$ cat config.mk
export PLATFORM = sky130hd
export DESIGN_NAME = pipeline_ctrl
export DESIGN_NICKNAME = d
export VERILOG_FILES = /design/src/rtl/pipeline_ctrl.sv
export SDC_FILE = /design/constraint.sdc
export NUM_CORES = 1
export LEC_CHECK = 0
export BUFFER_PORTS_ARGS = -buffer_cell sky130_fd_sc_hd__buf_2
export CORE_ASPECT_RATIO = 0.5
export CORE_MARGIN = 4
export CORE_UTILIZATION = 44
export DETAILED_ROUTE_END_ITERATION = 16
export PLACE_DENSITY = 0.77
export RECOVER_POWER = 25
export REMOVE_ABC_BUFFERS = 1
export SLEW_MARGIN = 20
export SYNTH_ARGS = -nofsm -noshare
export SYNTH_HDL_FRONTEND = slang
export SYNTH_SLANG_ARGS = --single-unit
$ cat constraint.sdc
create_clock -name clk -period 2 [get_ports clk]
set_clock_uncertainty 0.05 [all_clocks]
set_input_delay 0.2 -clock clk [delete_from_list [all_inputs] [get_ports clk]]
set_output_delay 0.2 -clock clk [all_outputs]
set_load 0.1 [all_outputs]
$ cat src/rtl/pipeline_ctrl.sv
// Pipeline hazard controller: memory wait-state/timeout FSM, branch flush, load-use/RAW stall, forwarding.
// Define PIPELINE_CTRL_FORWARDING_EN to build in EX forwarding; otherwise RAW hazards stall in ID.
module pipeline_ctrl (
  input  logic        clk,
  input  logic        reset_n,
  input  logic [4:0]  id_rs1,
  input  logic [4:0]  id_rs2,
  input  logic [4:0]  ex_rs1,
  input  logic [4:0]  ex_rs2,
  input  logic [4:0]  ex_rd,
  input  logic        ex_memread,
  input  logic        ex_regwrite,
  input  logic [4:0]  mem_rd,
  input  logic        mem_regwrite,
  input  logic [4:0]  wb_rd,
  input  logic        wb_regwrite,
  input  logic        branch_taken,
  input  logic        dmem_req,
  input  logic        dmem_ready,
  output logic        pc_write,
  output logic        ifid_write,
  output logic        ifid_flush,
  output logic        idex_flush,
  output logic        idex_write,
  output logic        exmem_write,
  output logic        memwb_bubble,
  output logic [1:0]  forward_a,
  output logic [1:0]  forward_b,
  output logic [31:0] stall_cycles,
  output logic        mem_timeout
);

  typedef enum logic [1:0] {RUN, MEM_WAIT, TIMEOUT} state_e;

  state_e      state_q, state_d;
  logic [3:0]  wait_cnt_q, wait_cnt_d;
  logic [31:0] stall_cycles_q, stall_cycles_d;

  logic mem_stall;
  logic load_use;
  logic raw_stall;

  assign load_use = ex_memread && (ex_rd != 5'd0) && ((ex_rd == id_rs1) || (ex_rd == id_rs2));

`ifdef PIPELINE_CTRL_FORWARDING_EN
  function automatic logic [1:0] fwd_sel(input logic [4:0] rs, input logic mem_we,
                                         input logic [4:0] mem_dst, input logic wb_we,
                                         input logic [4:0] wb_dst);
    if (mem_we && (mem_dst != 5'd0) && (mem_dst == rs)) return 2'b10;
    if (wb_we && (wb_dst != 5'd0) && (wb_dst == rs))    return 2'b01;
    return 2'b00;
  endfunction

  logic unused_fwd;
  assign unused_fwd = ex_regwrite;
  assign forward_a  = fwd_sel(ex_rs1, mem_regwrite, mem_rd, wb_regwrite, wb_rd);
  assign forward_b  = fwd_sel(ex_rs2, mem_regwrite, mem_rd, wb_regwrite, wb_rd);
  assign raw_stall  = 1'b0;
`else
  logic unused_fwd;
  assign unused_fwd = ^{ex_rs1, ex_rs2, wb_rd, wb_regwrite};
  assign forward_a  = 2'b00;
  assign forward_b  = 2'b00;
  // Without forwarding, any producer still in EX or MEM must drain before ID reads it.
  assign raw_stall  = ((id_rs1 != 5'd0) &&
                       ((ex_regwrite && (ex_rd == id_rs1)) || (mem_regwrite && (mem_rd == id_rs1)))) ||
                      ((id_rs2 != 5'd0) &&
                       ((ex_regwrite && (ex_rd == id_rs2)) || (mem_regwrite && (mem_rd == id_rs2))));
`endif

  // Gated by reset so asserting reset releases a memory stall immediately.
  assign mem_stall = reset_n && dmem_req && !dmem_ready;

  always_comb begin
    state_d      = state_q;
    wait_cnt_d   = wait_cnt_q;
    pc_write     = 1'b1;
    ifid_write   = 1'b1;
    idex_write   = 1'b1;
    exmem_write  = 1'b1;
    ifid_flush   = 1'b0;
    idex_flush   = 1'b0;
    memwb_bubble = 1'b0;
    case (state_q)
      TIMEOUT: begin
        pc_write     = 1'b0;
        ifid_write   = 1'b0;
        idex_write   = 1'b0;
        exmem_write  = 1'b0;
        memwb_bubble = 1'b1;
      end
      default: begin
        if (mem_stall) begin
          pc_write     = 1'b0;
          ifid_write   = 1'b0;
          idex_write   = 1'b0;
          exmem_write  = 1'b0;
          memwb_bubble = 1'b1;
          if (state_q != MEM_WAIT) begin
            state_d    = MEM_WAIT;
            wait_cnt_d = 4'd1;
          end else if (wait_cnt_q == 4'd15) begin
            state_d    = TIMEOUT;
          end else begin
            wait_cnt_d = wait_cnt_q + 4'd1;
          end
        end else begin
          state_d    = RUN;
          wait_cnt_d = 4'd0;
          if (branch_taken) begin
            ifid_flush = 1'b1;
            idex_flush = 1'b1;
          end else if (load_use || raw_stall) begin
            pc_write   = 1'b0;
            ifid_write = 1'b0;
            idex_flush = 1'b1;
          end
        end
      end
    endcase
  end

  assign stall_cycles_d = (!pc_write && (stall_cycles_q != 32'hFFFF_FFFF)) ?
                          stall_cycles_q + 32'd1 : stall_cycles_q;

  // Falling edge keeps this block in step with the pipeline registers.
  always_ff @(negedge clk or negedge reset_n) begin
    if (!reset_n) begin
      state_q        <= RUN;
      wait_cnt_q     <= 4'd0;
      stall_cycles_q <= 32'd0;
    end else begin
      state_q        <= state_d;
      wait_cnt_q     <= wait_cnt_d;
      stall_cycles_q <= stall_cycles_d;
    end
  end

  assign stall_cycles = stall_cycles_q;
  assign mem_timeout  = (state_q == TIMEOUT);

endmodule

Word-level counts from Yosys, hierarchy flattened

Cells that the tools add are included.

Add/subtract/negate cells: 2
Multipliers: 0
Divide/modulo/power cells: 0
$lt $le $gt $ge: 0
Equality and inequality tests: 10
Shifts and indexed selects: 0
Mux-type cells: 21
Bitwise operators: 1
Reductions and logical operators: 23

Operator list:

| cell                  | number |
|---|---|
| $add 32x1->32 const B | 1 |
| $ne 32x32->1 const B  | 1 |
| $eq 5x5->1            | 4 |
| $mux 1                | 15 |
| $reduce_bool 5->1     | 3 |
| $mux 4                | 3 |
| $logic_and 1x1->1     | 11 |
| $mux 2                | 3 |
| $logic_or 1x1->1      | 5 |
| $add 4x1->4 const B   | 1 |
| $eq 4x4->1 const B    | 1 |
| $reduce_and 2->1      | 2 |
| $ne 3x1->1 const B    | 1 |
| $ne 3x3->1 const B    | 1 |
| $eq 2x2->1 const B    | 1 |
| $logic_not 1->1       | 2 |
| $ne 2x1->1 const B    | 1 |
| $not 1->1             | 1 |

Flip-flop bits (word level): 38
Bits in latches: 0
Bits in writable memories: 0
Memory bits (read-only): 0
Bits of input ports: 44
Output and inout port bits: 44
Memories kept: 0

Depth between registers and ports, before layout

Gate-level depths: netlist of the first run.

Word-level depth: 12
Gate-level depth with buffers: 8
Gate-level depth less buffers: 8

==> Implementation_results.wiki, run 1 <==
{| class="wikitable"
! Metric !! Value
|-
| Placed cell areas || 3670 µm²
|-
| Biggest area consumer among synthesized cells || sky130_fd_sc_hd__dfrtn_1
|-
| Count leader, synth || sky130_fd_sc_hd__xnor2_1
|-
| Internal Dissipation || approximately 0.0017 W
|-
| DRC violation total after the first TritonRoute iteration || 421
|-
| Most common library cells after synthesis || sky130_fd_sc_hd__xnor2_1 (43), sky130_fd_sc_hd__dfrtn_1 (38), sky130_fd_sc_hd__nand4_1 (20)
|-
| Power density normalized to cell area || 625 nW/µm²
|-
| Final Hold Viols || 0
|-
| Area of the core region || 4640 µm²
|-
| Number of unique standard cell types used by synthesis || 41
|-
| Switching pwr || 0.00115 W
|-
| Count of nets left with antenna violations after detail routing || 0
|-
| TritonCTS clock tree || done
|-
| Async set or reset register ratio after synthesis || 100%
|-
| Gate count of the mapped netlist || 221
|-
| Critical-path maximum fanout || 15
|-
| Average vias per placed instance || roughly 6.6
|-
| Unrepaired setup endpoints after global routing || true
|-
| Met2 wirelength from detailed routing || 5930 µm
|-
| Final number of setup-violating endpoints || 75
|-
| Pre-antenna DRT Iters || 5
|-
| Wire length of the first global-routing pass || 16000 µm
|-
| Metal3 WL || between 1500 and 2000 µm
|-
| Number of global-route vias before repair || 2931
|-
| Seq/Total Area, Yosys || 42.7%
|-
| CTS root buffer || sky130_fd_sc_hd__clkbuf_8
|-
| Switching portion of total power || 40.9%
|-
| Element type at the critical path start || primary input
|-
| Antenna violations before repair || 1
|-
| Instance count after placement with tap cells included || 413
|-
| Top Metal Used || met5
|-
| Number of enable flip-flop cells after synthesis || 0
|-
| Total clock buffers created by CTS || 5
|-
| Share of power burned in the clock network || 20.7%
|-
| Hold-fix buffers, CTS || 0
|-
| Predominant post-synthesis flop cell || sky130_fd_sc_hd__dfrtn_1
|-
| Length of routed wiring on met1 || 4220 µm
|-
| Worst hold-check path type || reg2reg
|-
| Final cell area excluding filler cells || roughly 4500 µm²
|-
| Max-capacitance violation count || 0
|-
| Die width || 109 µm
|-
| Clock slew seen by the registers of the worst setup and hold paths || 0.05 ns
|-
| Starting density of the core || around 48%
|-
| Worst setup EP type || flip-flop
|-
| Dpl hpwl || 5840 µm
|-
| Weighted congestion reported at the end of routability-driven placement || 0.850
|-
| CTS sink count || 38
|-
| Critical Path RT || roughly 1.1 ns
|-
| Final core utilization || 96.8%
|-
| Overall die area || 6330 µm²
|-
| Worst slew margin relative to its limit || 35.3%
|-
| Port Buf Inserts || 67
|-
| Number of warnings printed during yosys synthesis || 0
|-
| GRT Overall Usage || 34.0%
|-
| Residual DRC || 0
|-
| Mapped Area || 2230 µm²
|-
| Result of the run || complete, but fails checks
|-
| Maximum vdd ir drop || 0.973 mV
|-
| Count of nets after finishing || 452
|-
| Transition time at the pin with the least slew margin || 0.971 ns
|-
| Non-filler cells in the finished layout || 473
|-
| Clock latency on the worst-skew pair || 0.31 ns
|-
| Area Growth Syn to Fin || 102%
|-
| Buffer depth of the longest clock path || 2
|-
| Area contributors post-synth || sky130_fd_sc_hd__dfrtn_1 (43%), sky130_fd_sc_hd__xnor2_1 (17%), sky130_fd_sc_hd__nand4_1 (5.6%)
|-
| Detailed Route WL || approximately 13000 µm
|-
| Post-Syn Area per Cell || between 10 and 15 µm²
|-
| Standard-cell row count || 17
|-
| Total via count after detailed routing || between 3000 and 4000
|-
| Final worst setup slack || -1.11 ns
|-
| Power consumption || ~0.0028 W
|-
| Number of pins with negative max-slew slack in the final report || 0
|-
| Mean routed wirelength per cell || 27.8 µm
|-
| Filler Cell Count || 86
|-
| Violations in the final reports || negative setup slack
|-
| H-tree lvl count || 2
|-
| Total I/O pin count || 88
|-
| Maximum number of pins on one net before global-route repair || 39
|-
| Post-synth top area share || 42.7%
|-
| Class of the most critical setup path || in2reg
|-
| Gate power share || 48.1%
|-
| Fraction of power consumed by sequential logic || a little under a third
|-
| Remaining Overflow, GRT || 0
|-
| Data arrival time of the worst path || 2.20 ns
|-
| Count of inserted antenna diode cells || 0
|-
| Die Y-Extent || 58.3 µm
|-
| Pleak || approximately 2.1 nW
|-
| Smallest hold slack || 0.499 ns
|-
| Share of final-layout standard cells stronger than drive strength 1 || between 50% and 60%
|-
| Number of flip-flops and latches in the synthesized netlist || 38
|}
-- per-layer routing --
metal  global-route usage (%)  up-vias
li1                         -     1157
met2                     59.9      364
met4                     22.1        2
met5                        0        -
met3                     7.89      151
met1                     37.7     1425
-- worst max-delay path, cell delays in order --
cell,delay (ns)
sky130_fd_sc_hd__buf_4,0.14
sky130_fd_sc_hd__buf_6,0.12
sky130_fd_sc_hd__xnor2_2,0.15
sky130_fd_sc_hd__nand4_1,0.23
sky130_fd_sc_hd__or2_1,0.32
sky130_fd_sc_hd__a211o_1,0.32
sky130_fd_sc_hd__nand3_4,0.17
sky130_fd_sc_hd__buf_12,0.17
sky130_fd_sc_hd__nand4_1,0.17
sky130_fd_sc_hd__xnor2_1,0.20
-- power by group through the flow --
stage	combinational, W	sequential, W	clock (W)
after detailed placement	0.00107	0.000876	0
after CTS	0.00125	0.000864	0.000556
after global routing	0.00139	0.000878	0.000616
after global placement	0.00105	0.000871	0
final	0.00135	0.000877	0.000581
after floorplan	0.000238	0.00122	0
-- final cells by class --
class / count / area [µm²] / area share, %
Clock buffer: 7 / 86.3 / 1.92
Clock inverter: 1 / 5.00 / 0.111
Inverter: 3 / 16.3 / 0.362
Multi-Input combinational cell: 174 / 1400 / 31.1
Sequential cell: 38 / 951 / 21.2
Tap cell: 66 / 82.6 / 1.84
Timing Repair Buffer: 184 / 1950 / 43.5
-- path summary, 6_finish.rpt --
kind                            startpoint               end  slack [ns]  cells past startpoint
hold / removal               wait_cnt_q[1]     wait_cnt_q[1]        0.50                      1
max in group asynchronous          reset_n   stall_cycles[7]        0.22                      2
setup reg to reg           stall_cycles[1]  stall_cycles[15]       -0.65                      8
setup / recovery                  ex_rd[4]  stall_cycles[19]       -1.11                     10
hold reg to reg              wait_cnt_q[1]     wait_cnt_q[1]        0.50                      1
min in group asynchronous          reset_n  stall_cycles[18]        1.06                      2
-- per-stage QoR --
step / TNS (ns) / setup slack, ns
final: -47.64 / -1.11
after floorplan: -145.47 / -4.49
after global placement: -38.49 / -1.12
after CTS: -38.79 / -0.868
after detailed placement: -44.23 / -1.31
after global routing: -58.25 / -1.41
-- layout by cell type (no fill, tap or decap), types with 2 or more instances in the layout --
cell type,instances
sky130_fd_sc_hd__buf_4,88
sky130_fd_sc_hd__buf_12,41
sky130_fd_sc_hd__dfrtn_1,38
sky130_fd_sc_hd__xnor2_1,37
sky130_fd_sc_hd__buf_6,28
sky130_fd_sc_hd__buf_2,22
sky130_fd_sc_hd__nand4_1,20
sky130_fd_sc_hd__nand2_1,13
sky130_fd_sc_hd__nor2_1,11
sky130_fd_sc_hd__nand3_1,10
sky130_fd_sc_hd__xor2_1,9
sky130_fd_sc_hd__and3_1,9
sky130_fd_sc_hd__clkbuf_8,6
sky130_fd_sc_hd__xnor2_2,5
sky130_fd_sc_hd__and2_1,4
sky130_fd_sc_hd__conb_1,4
sky130_fd_sc_hd__nand2_2,3
sky130_fd_sc_hd__nor4_1,3
sky130_fd_sc_hd__nor3_1,3
sky130_fd_sc_hd__inv_4,2
sky130_fd_sc_hd__or4_4,2
sky130_fd_sc_hd__nor2_4,2
sky130_fd_sc_hd__a21oi_1,2
sky130_fd_sc_hd__a21oi_4,2
sky130_fd_sc_hd__and4_1,2
sky130_fd_sc_hd__and4b_1,2
sky130_fd_sc_hd__nand3b_1,2
sky130_fd_sc_hd__o21ai_0,2
sky130_fd_sc_hd__nor3b_2,2
sky130_fd_sc_hd__nand3_2,2
sky130_fd_sc_hd__ha_1,2
sky130_fd_sc_hd__clkbuf_1,2
sky130_fd_sc_hd__buf_8,2
-- registers in the layout (all words and copies together), names as in the netlist --
signal and count:
state_q 2, stall_cycles 32, wait_cnt_q 4
-- cell families (layout without fill, tap and decap cells) --
group	count (synthesis)	after routing	share of synthesized area, %
buffers and inverters	12	195	4.04
and+or+nand+nor	100	100	25.5
DFF	38	38	42.7
other	1	4	0.168
AOI/OAI and AO/OA	15	15	5.51
adders and majority gates	2	2	1.12
muxes	1	1	0.506
xor gates and xnor gates	52	52	20.4
-- repair_timing --
item,4_1_cts,5_1_grt
gates resized for setup,50,37
endpoints found under the setup margin,73,75
pin swaps,1,4
hold endpoints to repair,0,0
setup buffers,38,27
Power figures use the tool's default switching activity.
==> inputs of run 2 (changes only) <==
--- a/config.mk
+++ b/config.mk
@@ -6,11 +6,13 @@
 export NUM_CORES = 1
 export LEC_CHECK = 0
 export BUFFER_PORTS_ARGS = -buffer_cell sky130_fd_sc_hd__buf_2
+export CELL_PAD_IN_SITES_DETAIL_PLACEMENT = 0
+export CELL_PAD_IN_SITES_GLOBAL_PLACEMENT = 1
 export CORE_ASPECT_RATIO = 0.5
 export CORE_MARGIN = 4
-export CORE_UTILIZATION = 44
+export CORE_UTILIZATION = 32
 export DETAILED_ROUTE_END_ITERATION = 16
-export PLACE_DENSITY = 0.77
+export PLACE_DENSITY = 0.76
 export RECOVER_POWER = 25
 export REMOVE_ABC_BUFFERS = 1
 export SLEW_MARGIN = 20
==> Implementation_results.wiki, run 2 (synthesis gave the netlist of run 1 again) <==
{| class="wikitable"
! Metric !! Value
|-
| Result of the run || complete, but fails checks
|-
| Violations in the final reports || negative setup slack
|-
| Worst slew margin relative to its limit || a little over a third
|-
| Most frequent cells in the layout || sky130_fd_sc_hd__buf_4 (96), sky130_fd_sc_hd__xnor2_1 (40), sky130_fd_sc_hd__buf_12 (40)
|-
| Worst reg2reg setup slack || -0.47 ns
|-
| Maximum vdd ir drop || 0.785 mV
|-
| Critical-path maximum fanout || 7
|-
| Pre-antenna DRT Iters || 4
|-
| Buffer depth of the longest clock path || 2
|-
| Pleak || roughly 2.1 nW
|-
| Capturing point of the worst reg2reg path || stall_cycles[15]
|-
| Transition time at the pin with the least slew margin || 0.970 ns
|-
| Data arrival time of the worst path || slightly below 2 ns
|-
| Clock latency on the worst-skew pair || 0.31 ns
|-
| Clock slew seen by the registers of the worst setup and hold paths || approximately 0.050 ns
|-
| DRC violation total after the first TritonRoute iteration || 95
|-
| Area Growth Syn to Fin || 107%
|-
| Final Hold Viols || 0
|-
| Hold-fix buffers, CTS || 0
|-
| Power consumption || 0.00328 W
|-
| Count of nets after finishing || around 460
|-
| Power density normalized to cell area || 713 nW/µm²
|-
| Worst setup EP type || flip-flop
|-
| Total clock buffers created by CTS || 5
|-
| Smallest hold slack || 0.487 ns
|-
| Placed cell areas || 3740 µm²
|-
| Gate power share || 40.0%
|-
| Worst hold-check path type || reg2reg
|-
| Port Buf Inserts || 67
|-
| Maximum number of pins on one net before global-route repair || 39
|-
| Average vias per placed instance || 5.03
|-
| Most common library cell in the layout ignoring fill and taps || sky130_fd_sc_hd__buf_4
|-
| Unrepaired setup endpoints after global routing || true
|-
| Remaining Overflow, GRT || 0
|-
| Switching portion of total power || a little over a third
|-
| Number of buffers and inverters on the critical path || 1
|-
| Standard-cell row count || 21
|-
| Weighted congestion reported at the end of routability-driven placement || around 0.84
|-
| Critical Path RT || 1.11 ns
|-
| Final cell area excluding filler cells || around 4600 µm²
|-
| CTS sink count || 38
|-
| TritonCTS clock tree || done
|-
| Die Y-Extent || 67.0 µm
|-
| Total I/O pin count || 88
|-
| Top Family by Delay on Critical Path || simple AND/OR/NAND/NOR gates
|-
| Timing startpoint of the critical path || ex_rd[1]
|-
| Final TNS setup || -39.17 ns
|-
| Crit-path max cell delay || 0.56 ns
|-
| Overall die area || 8440 µm²
|-
| Mean routed wirelength per cell || 17.0 µm
|-
| Switching pwr || 0.00114 W
|-
| Number of global-route vias before repair || 2621
|-
| Element type at the critical path start || primary input
|-
| Metal3 WL || around 500 µm
|-
| Detailed Route WL || 8610 µm
|-
| Launch point of the worst hold path || wait_cnt_q[3]
|-
| Final worst setup slack || -0.856 ns
|-
| Dpl hpwl || 5140 µm
|-
| Count of cells along the worst hold path || 2
|-
| Cell-by-cell listing of the critical path || buf_6 > or4_4 > o211ai_2 > nor2_2 > o31ai_4 > nand3_4 > nand2_2 > mux2_4
|-
| Total via count after detailed routing || ~2500
|-
| Wire length of the first global-routing pass || around 13000 µm
|-
| Residual DRC || 0
|-
| Number of cells on the worst reg-to-reg path || 8
|-
| H-tree lvl count || 2
|-
| Internal Dissipation || 0.00214 W
|-
| Reg-to-reg startpoint || stall_cycles[1]
|-
| Met2 wirelength from detailed routing || approximately 4500 µm
|-
| Flip-flop count of the largest register, all copies and words added || 32
|-
| Die width || 126 µm
|-
| Fraction of power consumed by sequential logic || between 20% and 30%
|-
| Starting density of the core || 33.1%
|-
| Cell with the biggest individual delay on the critical path || sky130_fd_sc_hd__or4_4
|-
| Count of inserted antenna diode cells || 0
|-
| Share of final-layout standard cells stronger than drive strength 1 || 54.7%
|-
| Class of the most critical setup path || in2reg
|-
| Share of power burned in the clock network || 33.3%
|-
| Length of routed wiring on met1 || 3400 µm
|-
| Area of the core region || 6730 µm²
|-
| Final number of setup-violating endpoints || 73
|-
| GRT Overall Usage || between 10% and 20%
|-
| Worst-case hold path end point || wait_cnt_q[3]
|-
| Count of nets left with antenna violations after detail routing || 0
|-
| Antenna violations before repair || 0
|-
| Max-capacitance violation count || 0
|-
| Number of pins with negative max-slew slack in the final report || 0
|-
| Top Metal Used || met4
|-
| CTS root buffer || sky130_fd_sc_hd__clkbuf_16
|}
[run 2: timing repair]
| action | 4_1_cts | 5_1_grt |
|---|---|---|
| gates resized for setup | 53 | 22 |
| pin swaps | 13 | 7 |
| setup buffers | 34 | 27 |
| endpoints found under the setup margin | 73 | 74 |
| cloned | 1 | 0 |
[run 2: power by group through the flow]
stage | logic [W] | registers, W | clock network (W)
floorplan | 0.000238 | 0.00122 | 0
global placement | 0.00110 | 0.000871 | 0
detailed placement | 0.00111 | 0.000875 | 0
CTS | 0.00125 | 0.000872 | 0.00107
global route | 0.00136 | 0.000879 | 0.00113
finish | 0.00131 | 0.000875 | 0.00109
[run 2: routing by layer]
layer  GRT usage, %  vias up
li1               -     1154
met1           21.3     1260
met2           34.5      102
met3           4.32       24
met4           8.29        0
met5              0        -
[run 2: worst min-delay path: cells and delay by family (launching register included)]
kind	cells	cell delay [ns]
DFF	1	0.44
and+or+nand+nor	1	0.09
xor gates and xnor gates	1	0.08
[run 2: cell type report]
type | instances | area [µm²]
clock buffers | 6 | 139
clock inverters | 2 | 60.1
fillers | 463 | 2130
inverters | 3 | 18.8
multi-input cells | 174 | 1340
flip-flops and latches | 38 | 951
well taps | 92 | 115
repair buffers | 190 | 1970
[run 2: worst max path at each step]
stage	to	slack, ns	cells after the start
3_5_place_dp	stall_cycles[1]	-1.25	8
3_3_place_gp	stall_cycles[1]	-1.16	8
6_report	stall_cycles[1]	-0.86	8
4_1_cts	stall_cycles[19]	-0.83	9
2_1_floorplan	ifid_write	-4.49	5
5_1_grt	stall_cycles[1]	-0.93	8
[run 2: metrics by stage]
stage | utilization (%) | setup slack [ns] | std cells
2_1_floorplan | - | -4.49 | 215
3_3_place_gp | 55.7 | -1.16 | 445
3_5_place_dp | 55.7 | -1.25 | 445
4_1_cts | 65.8 | -0.831 | 488
5_1_grt | 68.4 | -0.935 | 505
6_report | 68.4 | -0.856 | 505
==> inputs of run 3 (changes only) <==
--- a/config.mk
+++ b/config.mk
@@ -11,7 +11,9 @@
 export CORE_ASPECT_RATIO = 0.5
 export CORE_MARGIN = 4
 export CORE_UTILIZATION = 32
+export CTS_CLUSTER_SIZE = 40
 export DETAILED_ROUTE_END_ITERATION = 16
+export MAX_ROUTING_LAYER = met4
 export PLACE_DENSITY = 0.76
 export RECOVER_POWER = 25
 export REMOVE_ABC_BUFFERS = 1
==> Implementation_results.wiki, run 3 (synthesis gave the netlist of run 1 again) <==
{| class="wikitable"
! Metric !! Value
|-
| Clock latency on the worst-skew pair || 0.31 ns
|-
| CTS sink count || 38
|-
| Detailed Route WL || 8730 µm
|-
| CTS root buffer || sky130_fd_sc_hd__clkbuf_16
|-
| Critical-path maximum fanout || 7
|-
| Result of the run || complete, but fails checks
|-
| Data arrival time of the worst path || between 1.5 and 2 ns
|-
| Max-capacitance violation count || 0
|-
| Maximum number of pins on one net before global-route repair || 39
|-
| Final Hold Viols || 0
|-
| Power density normalized to cell area || 712 nW/µm²
|-
| Antenna violations before repair || 0
|-
| Residual DRC || 0
|-
| Total via count after detailed routing || 2534
|-
| Instance count after placement with tap cells included || approximately 450
|-
| Final number of setup-violating endpoints || 73
|-
| Most frequent cells in the layout || sky130_fd_sc_hd__buf_4 (96), sky130_fd_sc_hd__xnor2_1 (40), sky130_fd_sc_hd__buf_12 (40)
|-
| Die width || 126 µm
|-
| Number of global-route vias before repair || 2621
|-
| Mean routed wirelength per cell || between 15 and 20 µm
|-
| Maximum vdd ir drop || 0.783 mV
|-
| Hold-fix buffers, CTS || 0
|-
| Total clock buffers created by CTS || 5
|-
| Buffer depth of the longest clock path || 2
|-
| Remaining Overflow, GRT || 0
|-
| Worst hold-check path type || reg2reg
|-
| Dpl hpwl || 5140 µm
|-
| H-tree lvl count || 2
|-
| Area of the core region || roughly 6700 µm²
|-
| Number of pins with negative max-slew slack in the final report || 0
|-
| Port Buf Inserts || 67
|-
| Average vias per placed instance || 5.02
|-
| Worst slew margin relative to its limit || 34.7%
|-
| Transition time at the pin with the least slew margin || 0.979 ns
|-
| Most common library cell in the layout ignoring fill and taps || sky130_fd_sc_hd__buf_4
|-
| Worst setup EP type || flip-flop
|-
| Clock slew seen by the registers of the worst setup and hold paths || approximately 0.050 ns
|-
| Overall die area || 8440 µm²
|-
| Count of inserted antenna diode cells || 0
|-
| Pre-antenna DRT Iters || 4
|-
| TritonCTS clock tree || done
|-
| Total I/O pin count || 88
|-
| Wire length of the first global-routing pass || 12600 µm
|-
| Final worst setup slack || -0.863 ns
|-
| Flip-flop count of the largest register, all copies and words added || 32
|-
| Non-filler cells in the finished layout || 505
|-
| Area Growth Syn to Fin || 107%
|-
| Share of final-layout standard cells stronger than drive strength 1 || 54.7%
|-
| Element type at the critical path start || primary input
|-
| DRC violation total after the first TritonRoute iteration || 110
|-
| Starting density of the core || approximately 33%
|-
| Pleak || 2.14 nW
|-
| Count of nets left with antenna violations after detail routing || 0
|-
| Final TNS setup || -39.28 ns
|-
| Standard-cell row count || 21
|-
| Weighted congestion reported at the end of routability-driven placement || 0.850
|-
| Count of nets after finishing || about 460
|-
| Violations in the final reports || negative setup slack
|-
| Unrepaired setup endpoints after global routing || true
|-
| Class of the most critical setup path || in2reg
|-
| Critical Path RT || 1.10 ns
|-
| GRT Overall Usage || between 10% and 20%
|-
| Die Y-Extent || 67.0 µm
|}
[run 3: repair_timing]
action	4_1_cts	5_1_grt
gates resized for setup	53	22
cloned	1	0
buffers inserted	34	27
endpoints found under the setup margin	73	74
pin swaps	13	7
[run 3: where the power goes]
part           switching (W)  total [W]  internal [W]
clock               0.000341    0.00109      0.000750
sequential         0.0000498   0.000875      0.000825
combinational       0.000746    0.00131      0.000565
total                0.00114    0.00328       0.00214
[run 3: layout make-up]
cell class | count | area [µm²]
clock buffer | 6 | 139
multi-input combinational | 174 | 1340
fill | 463 | 2130
tap | 92 | 115
timing repair buffer | 190 | 1970
clock inverter | 2 | 60.1
sequential | 38 | 951
inverter | 3 | 18.8
[run 3: path summary, 6_finish.rpt]
check / to / depth (start not counted) / startpoint / slack (ns)
worst max register to register: stall_cycles[27] / 8 / stall_cycles[6] / -0.53
worst min register to register: wait_cnt_q[3] / 2 / wait_cnt_q[3] / 0.48
worst max-delay path: stall_cycles[1] / 8 / ex_rd[1] / -0.86
max in group asynchronous: stall_cycles[8] / 2 / reset_n / 0.22
worst min-delay path: wait_cnt_q[3] / 2 / wait_cnt_q[3] / 0.48
min in group asynchronous: stall_cycles[27] / 2 / reset_n / 1.06
[run 3: layer usage]
metal / vias to the layer above / track usage, % / part of all wire, % / wire length, µm
li1: 1155 / - / - / -
met1: 1262 / 21.4 / 41 / 3550
met2: 96 / 34.5 / 51 / 4490
met3: 21 / 4.16 / 5.4 / 471
met4: 0 / 8.29 / 2.5 / 221
met5: - / - / 0 / 0
[run 3: stage by stage]
step | hold WS (ns) | utilization [%] | area (µm²) | setup slack, ns | power (W)
floorplan | 0.355 | - | 2160 | -4.49 | 0.00146
finish | 0.480 | 68.4 | 4600 | -0.863 | 0.00328
global route | 0.496 | 68.4 | 4600 | -0.935 | 0.00337
detailed placement | 0.406 | 55.7 | 3740 | -1.25 | 0.00199
global placement | 0.386 | 55.7 | 3740 | -1.16 | 0.00197
CTS | 0.431 | 65.8 | 4430 | -0.831 | 0.00320
[run 3: critical path, cell delays in order]
cell and delay (ns):
sky130_fd_sc_hd__buf_6 0.09, sky130_fd_sc_hd__or4_4 0.56, sky130_fd_sc_hd__o211ai_2 0.17, sky130_fd_sc_hd__nor2_2 0.07, sky130_fd_sc_hd__o31ai_4 0.26, sky130_fd_sc_hd__nand3_4 0.17
sky130_fd_sc_hd__nand2_2 0.13, sky130_fd_sc_hd__mux2_4 0.31
